$ cat src/rtl/uart_rx_unit_pkg.sv
// Shared definitions for the UART receive path: FSM state encoding,
// default oversampling ratio and the baud tick divisor calculation.
package uart_rx_unit_pkg;

    localparam int DEFAULT_OVERSAMPLE = 16;

    typedef enum logic [2:0] {
        ST_IDLE       = 3'd0,
        ST_START      = 3'd1,
        ST_DATA       = 3'd2,
        ST_STOP       = 3'd3,
        ST_BREAK_WAIT = 3'd4
    } rx_state_t;

    // Clocks per oversample tick, floored, never below one.
    function automatic int calc_div(input int clk_freq, input int baud, input int oversample);
        int div;
        div = clk_freq / (baud * oversample);
        return (div < 1) ? 1 : div;
    endfunction

endpackage

$ cat src/rtl/uart_rx_unit_baud_tick_gen.sv
// Free-running divider producing a one-clock tick every DIV clocks,
// used as the oversampling time base for the receiver.
module baud_tick_gen #(
    parameter int DIV = 1
) (
    input  logic clk,
    input  logic rst,
    output logic os_tick
);

    localparam int CW = (DIV > 1) ? $clog2(DIV) : 1;
    localparam logic [CW-1:0] LAST = CW'(DIV - 1);

    logic [CW-1:0] cnt;

    // NOTE: sequential state uses non-blocking assignments so every flop
    // samples the pre-edge values regardless of statement order.
    always_ff @(posedge clk) begin
        if (rst) begin
            cnt <= '0;
        end else if (cnt == LAST) begin
            cnt <= '0;
        end else begin
            cnt <= cnt + 1'b1;
        end
    end

    assign os_tick = (cnt == LAST);

endmodule

$ cat src/rtl/uart_rx_unit.sv
// 8N1 UART receiver: synchronizes the serial line, oversamples it and
// reports each received byte or framing error with a one-clock pulse.
module uart_rx_unit
    import uart_rx_unit_pkg::*;
#(
    parameter int CLK_FREQ   = 50_000_000,
    parameter int BAUD       = 9600,
    parameter int OVERSAMPLE = DEFAULT_OVERSAMPLE
) (
    input  logic       clk,
    input  logic       rst,
    input  logic       i_rx,
    output logic [7:0] o_rx_data,
    output logic       os_rx_done,
    output logic       os_frame_err,
    output logic       os_busy
);

    localparam int DIV = calc_div(CLK_FREQ, BAUD, OVERSAMPLE);
    localparam int SW  = (OVERSAMPLE > 1) ? $clog2(OVERSAMPLE) : 1;
    localparam logic [SW-1:0] LAST_SAMPLE = SW'(OVERSAMPLE - 1);
    localparam logic [SW-1:0] MID_SAMPLE  = SW'(OVERSAMPLE / 2 - 1);

    logic            rx_meta;
    logic            rx_sync;
    logic            tick;
    rx_state_t       state;
    logic [SW-1:0]   sample_cnt;
    logic [2:0]      bit_cnt;
    logic [7:0]      shift;

    baud_tick_gen #(.DIV(DIV)) u_tick (
        .clk     (clk),
        .rst     (rst),
        .os_tick (tick)
    );

    // Synchronizer resets to the idle level so reset never looks like a start bit.
    always_ff @(posedge clk) begin
        if (rst) begin
            rx_meta <= 1'b1;
            rx_sync <= 1'b1;
        end else begin
            rx_meta <= i_rx;
            rx_sync <= rx_meta;
        end
    end

    always_ff @(posedge clk) begin
        if (rst) begin
            state        <= ST_IDLE;
            sample_cnt   <= '0;
            bit_cnt      <= '0;
            shift        <= '0;
            o_rx_data    <= '0;
            os_rx_done   <= 1'b0;
            os_frame_err <= 1'b0;
            os_busy      <= 1'b0;
        end else begin
            os_rx_done   <= 1'b0;
            os_frame_err <= 1'b0;
            case (state)
                ST_IDLE: begin
                    if (!rx_sync) begin
                        state      <= ST_START;
                        sample_cnt <= '0;
                        os_busy    <= 1'b1;
                    end
                end
                ST_START: begin
                    if (tick) begin
                        if (sample_cnt == MID_SAMPLE) begin
                            sample_cnt <= '0;
                            if (!rx_sync) begin
                                state   <= ST_DATA;
                                bit_cnt <= '0;
                            end else begin
                                state   <= ST_IDLE;
                                os_busy <= 1'b0;
                            end
                        end else begin
                            sample_cnt <= sample_cnt + 1'b1;
                        end
                    end
                end
                ST_DATA: begin
                    if (tick) begin
                        if (sample_cnt == LAST_SAMPLE) begin
                            sample_cnt <= '0;
                            shift      <= {rx_sync, shift[7:1]};
                            bit_cnt    <= bit_cnt + 1'b1;
                            if (bit_cnt == 3'd7) begin
                                state <= ST_STOP;
                            end
                        end else begin
                            sample_cnt <= sample_cnt + 1'b1;
                        end
                    end
                end
                ST_STOP: begin
                    if (tick) begin
                        if (sample_cnt == LAST_SAMPLE) begin
                            sample_cnt <= '0;
                            if (rx_sync) begin
                                o_rx_data  <= shift;
                                os_rx_done <= 1'b1;
                                state      <= ST_IDLE;
                                os_busy    <= 1'b0;
                            end else begin
                                os_frame_err <= 1'b1;
                                state        <= ST_BREAK_WAIT;
                            end
                        end else begin
                            sample_cnt <= sample_cnt + 1'b1;
                        end
                    end
                end
                ST_BREAK_WAIT: begin
                    // A line held low after a bad stop bit is a break, not a new start.
                    if (rx_sync) begin
                        state   <= ST_IDLE;
                        os_busy <= 1'b0;
                    end
                end
                default: begin
                    state   <= ST_IDLE;
                    os_busy <= 1'b0;
                end
            endcase
        end
    end

endmodule
$ cat config.mk
export PLATFORM = sky130hd
export DESIGN_NAME = uart_rx_unit
export DESIGN_NICKNAME = d
export VERILOG_FILES = /design/src/rtl/uart_rx_unit_pkg.sv /design/src/rtl/uart_rx_unit_baud_tick_gen.sv /design/src/rtl/uart_rx_unit.sv
export SDC_FILE = /design/constraint.sdc
export NUM_CORES = 1
export LEC_CHECK = 0
export ABC_AREA = 1
export ABC_CLOCK_PERIOD_IN_PS = 4300
export CORE_MARGIN = 5
export CORE_UTILIZATION = 35
export DETAILED_ROUTE_END_ITERATION = 16
export SYNTH_ARGS = -nofsm -noshare
export SYNTH_HDL_FRONTEND = slang
export SYNTH_SLANG_ARGS = --single-unit
$ cat constraint.sdc
create_clock -name clk -period 4.3 [get_ports clk]
set_input_delay 0.645 -clock clk [delete_from_list [all_inputs] [get_ports clk]]
set_output_delay 0.645 -clock clk [all_outputs]
set_load 0.1 [all_outputs]
==> flow_summary.yaml <==
worst_setup_path:
  crit_type: "reg -> out"
  worstPathRequired_ps: 3650
  r2r-start: "sample_cnt[0]"
  setup.worst_path.start_class: "register"
  path_cells: "clkdlybuf4s50_1"
  cpPeakStageDelay_ps: 1150
  cp_max_fo: 2
  crit_family: "buffers and inverters"
  arrival_ps: 1780
  endpoint_kind: "output port"
  crit_path_top_delay_cell: "clkdlybuf4s50_1"
  crit_path_start: "o_rx_data[2]"
  crit_buf_inv: 1
synthesis:
  syn_avg_cell_area_um2: 7.447
  synth.area.top_cells: "dfxtp_1 43%, nand2_1 7.8%, nor2_1 7.8%, inv_1 5.6%, o21ai_0 5.1%"
  ys_async_sr_fraction_pct: 0
  yosysTopAreaCell: "dfxtp_1"
  synth_top_area_share_pct: 42.84
  synth_fp_nets: 259
  ys_ff_latch: 40
  synth_warnings: 0
  synth_cells: 251
  synthesis.area_um2: 1869
  yosysSeqAreaShare_pct: 42.84
  synthMostInstantiatedCell: "dfxtp_1"
  synth_edf_count: 0
  synth-main-ff-cell: "dfxtp_1"
  synth_commonest_cells: "40 x dfxtp_1, 39 x nand2_1, 39 x nor2_1, 28 x inv_1, 19 x o21ai_0"
  synth_cell_types: 30
run:
  maxCapViolations: 0
timing:
  finalHoldViolations: 0
  max_slew_margin_pct: 34.19
  timing.fmax_mhz: 413.1
  finalClockSkew_ps: 4.345
  maxSlewViolCount: 0
  fin_setup_tns_ps: 0
  min_period_over_period_pct: 56.30
  finalSetupViolCount: 0
  post-route-min-period_ps: 2421
  rsz0062_at_grt: "false"
  tightestPinTransition_ps: 984.0
cts:
  cts_resized: 0
  cts_root_buffer: "clkbuf_8"
  clock-sinks: 40
  clk_pin_slew_ps: 80
  clock_path_buffers: 2
  cts_hold_buf: 0
  cts_buffers: 5
  h-tree-depth: 2
  cts_tree: "done"
  clk_latency_ps: 290
  post_cts_buffers: 0
final_layout:
  drive_above_1_share_pct: 13.38
  multiInputGateArea_um2: 933.4
  n_antenna_cell: 0
  area_growth_pct: 15.60
  seq_area_um2: 800.8
  nets: 276
  fillers: 570
detailed_routing:
  detail_route.wl_per_cell_um: 10.01
  vias_per_cell: 4.614
  wl_met3_um: 141
  met1_length_um: 1703
  dr.pass1.iters: 4
  met2_length_um: 1502
  drcViolationCount: 0
  postRouteAntennaNets: 0
  vias: 1564
  highest_layer: "met4"
  detail_route.iter0.violations: 89
  drt-total-wl_um: 3394
floorplanning:
  initial_utilization_pct: 36.37
  die_area_um2: 6902
  dieHeight_um: 83.08
  core_um2: 5140
  dieWidth_um: 83.08
  row_count: 26
  ios: 14
grt:
  antenna_found_initial: 0
  grt_usage_pct: 10.85
  grt_first_pass_wirelength_um: 6182
  grt_overflow: 0
  grt_pass1_vias: 1411
  grt_max_degree: 27
placed_design:
  hpwlAfterDp_um: 2450
  port_buffers: 13
  gp_congestion: 0.8174
worst_hold_path:
  min_from: "rx_meta"
  min-delay-path-class: "reg -> reg"
power_and_ir_drop:
  powerDensity_nw_per_um2: 497.3
  power_leakage_nw: 0.8609
  ir_drop_uv: 223.7
  total_power_mw: 1.075
outcome:
  status: "complete, no violations"
## logic make-up (layout without fill, tap and decap cells)
logic type / after synthesis / in the layout / share of synthesized area, %
buffers and inverters: 34 / 52 / 7.229
DFF: 40 / 40 / 42.84
and+or+nand+nor: 126 / 126 / 32.93
xor gates and xnor gates: 2 / 2 / 0.9373
adders and majority gates: 5 / 5 / 3.347
AOI/OAI and AO/OA: 44 / 44 / 12.72
## cell usage in the layout, fill, tap and decap left out, drive strengths merged
cell type,n
nor3,7
clkinvlp,2
clkinv,1
nand2,44
a21oi,20
or2,3
xnor2,1
and3,1
clkdlybuf4s50,13
nor4,1
ha,5
xor2,1
nand4,2
nand3,18
clkbuf,5
nor2,47
inv,31
o21ai,23
nand3b,1
o21bai,1
nor3b,2
dfxtp,40
## through the flow
stage                     cell area, µm²  setup slack (ps)  util, %  std cells  hold WS (ps)
final                               2161              1879    42.04        339         410.7
after global routing                2161              1808    42.04        339         441.7
after CTS                           2161              1855    42.04        339         411.7
after detailed placement            2068              1828    40.24        331         392.8
after global placement              2068              1879    40.24        331         402.2
after floorplan                     1869              2731        -        251         389.5
## area by class of cell
class / instances / share of cell area, %
Tap cell: 70 / 4.053
Clock inverter: 3 / 1.100
Clock buffer: 5 / 3.185
Inverter: 31 / 5.385
Timing Repair Buffer: 13 / 6.022
Sequential cell: 40 / 37.06
Multi-Input combinational cell: 177 / 43.20
## routing by layer
layer  track usage [%]  vias up
met4             4.903        0
met1             13.64      692
met5                 0        -
met3             3.465        2
li1                  -      847
met2             16.91       23
## final timing paths
| check | to | cells past startpoint | slack (ps) |
|---|---|---|---|
| worst max-delay path | o_rx_data[2] | 1 | 1880 |
| worst min-delay path | rx_sync | 1 | 410 |
| worst max register to register | o_rx_data[3] | 8 | 2630 |
| worst min register to register | rx_sync | 1 | 410 |
## report_power, final
| part | total, mW | switching, mW | leakage, nW | internal (mW) |
|---|---|---|---|---|
| registers | 0.439 | 0.0365 | 0.324 | 0.403 |
| clock network | 0.252 | 0.137 | 0.0404 | 0.115 |
| logic | 0.383 | 0.257 | 0.496 | 0.126 |
| total | 1.07 | 0.431 | 0.861 | 0.644 |
## registers in the layout, indices dropped and copies added (netlist names)
signal and cells:
os_frame_err 1, rx_meta 1, sample_cnt 4, o_rx_data 8, state 3, os_busy 1
bit_cnt 3, rx_sync 1, u_tick.cnt 9, shift 8, os_rx_done 1
No activity file was read; power rests on OpenSTA's default activity.
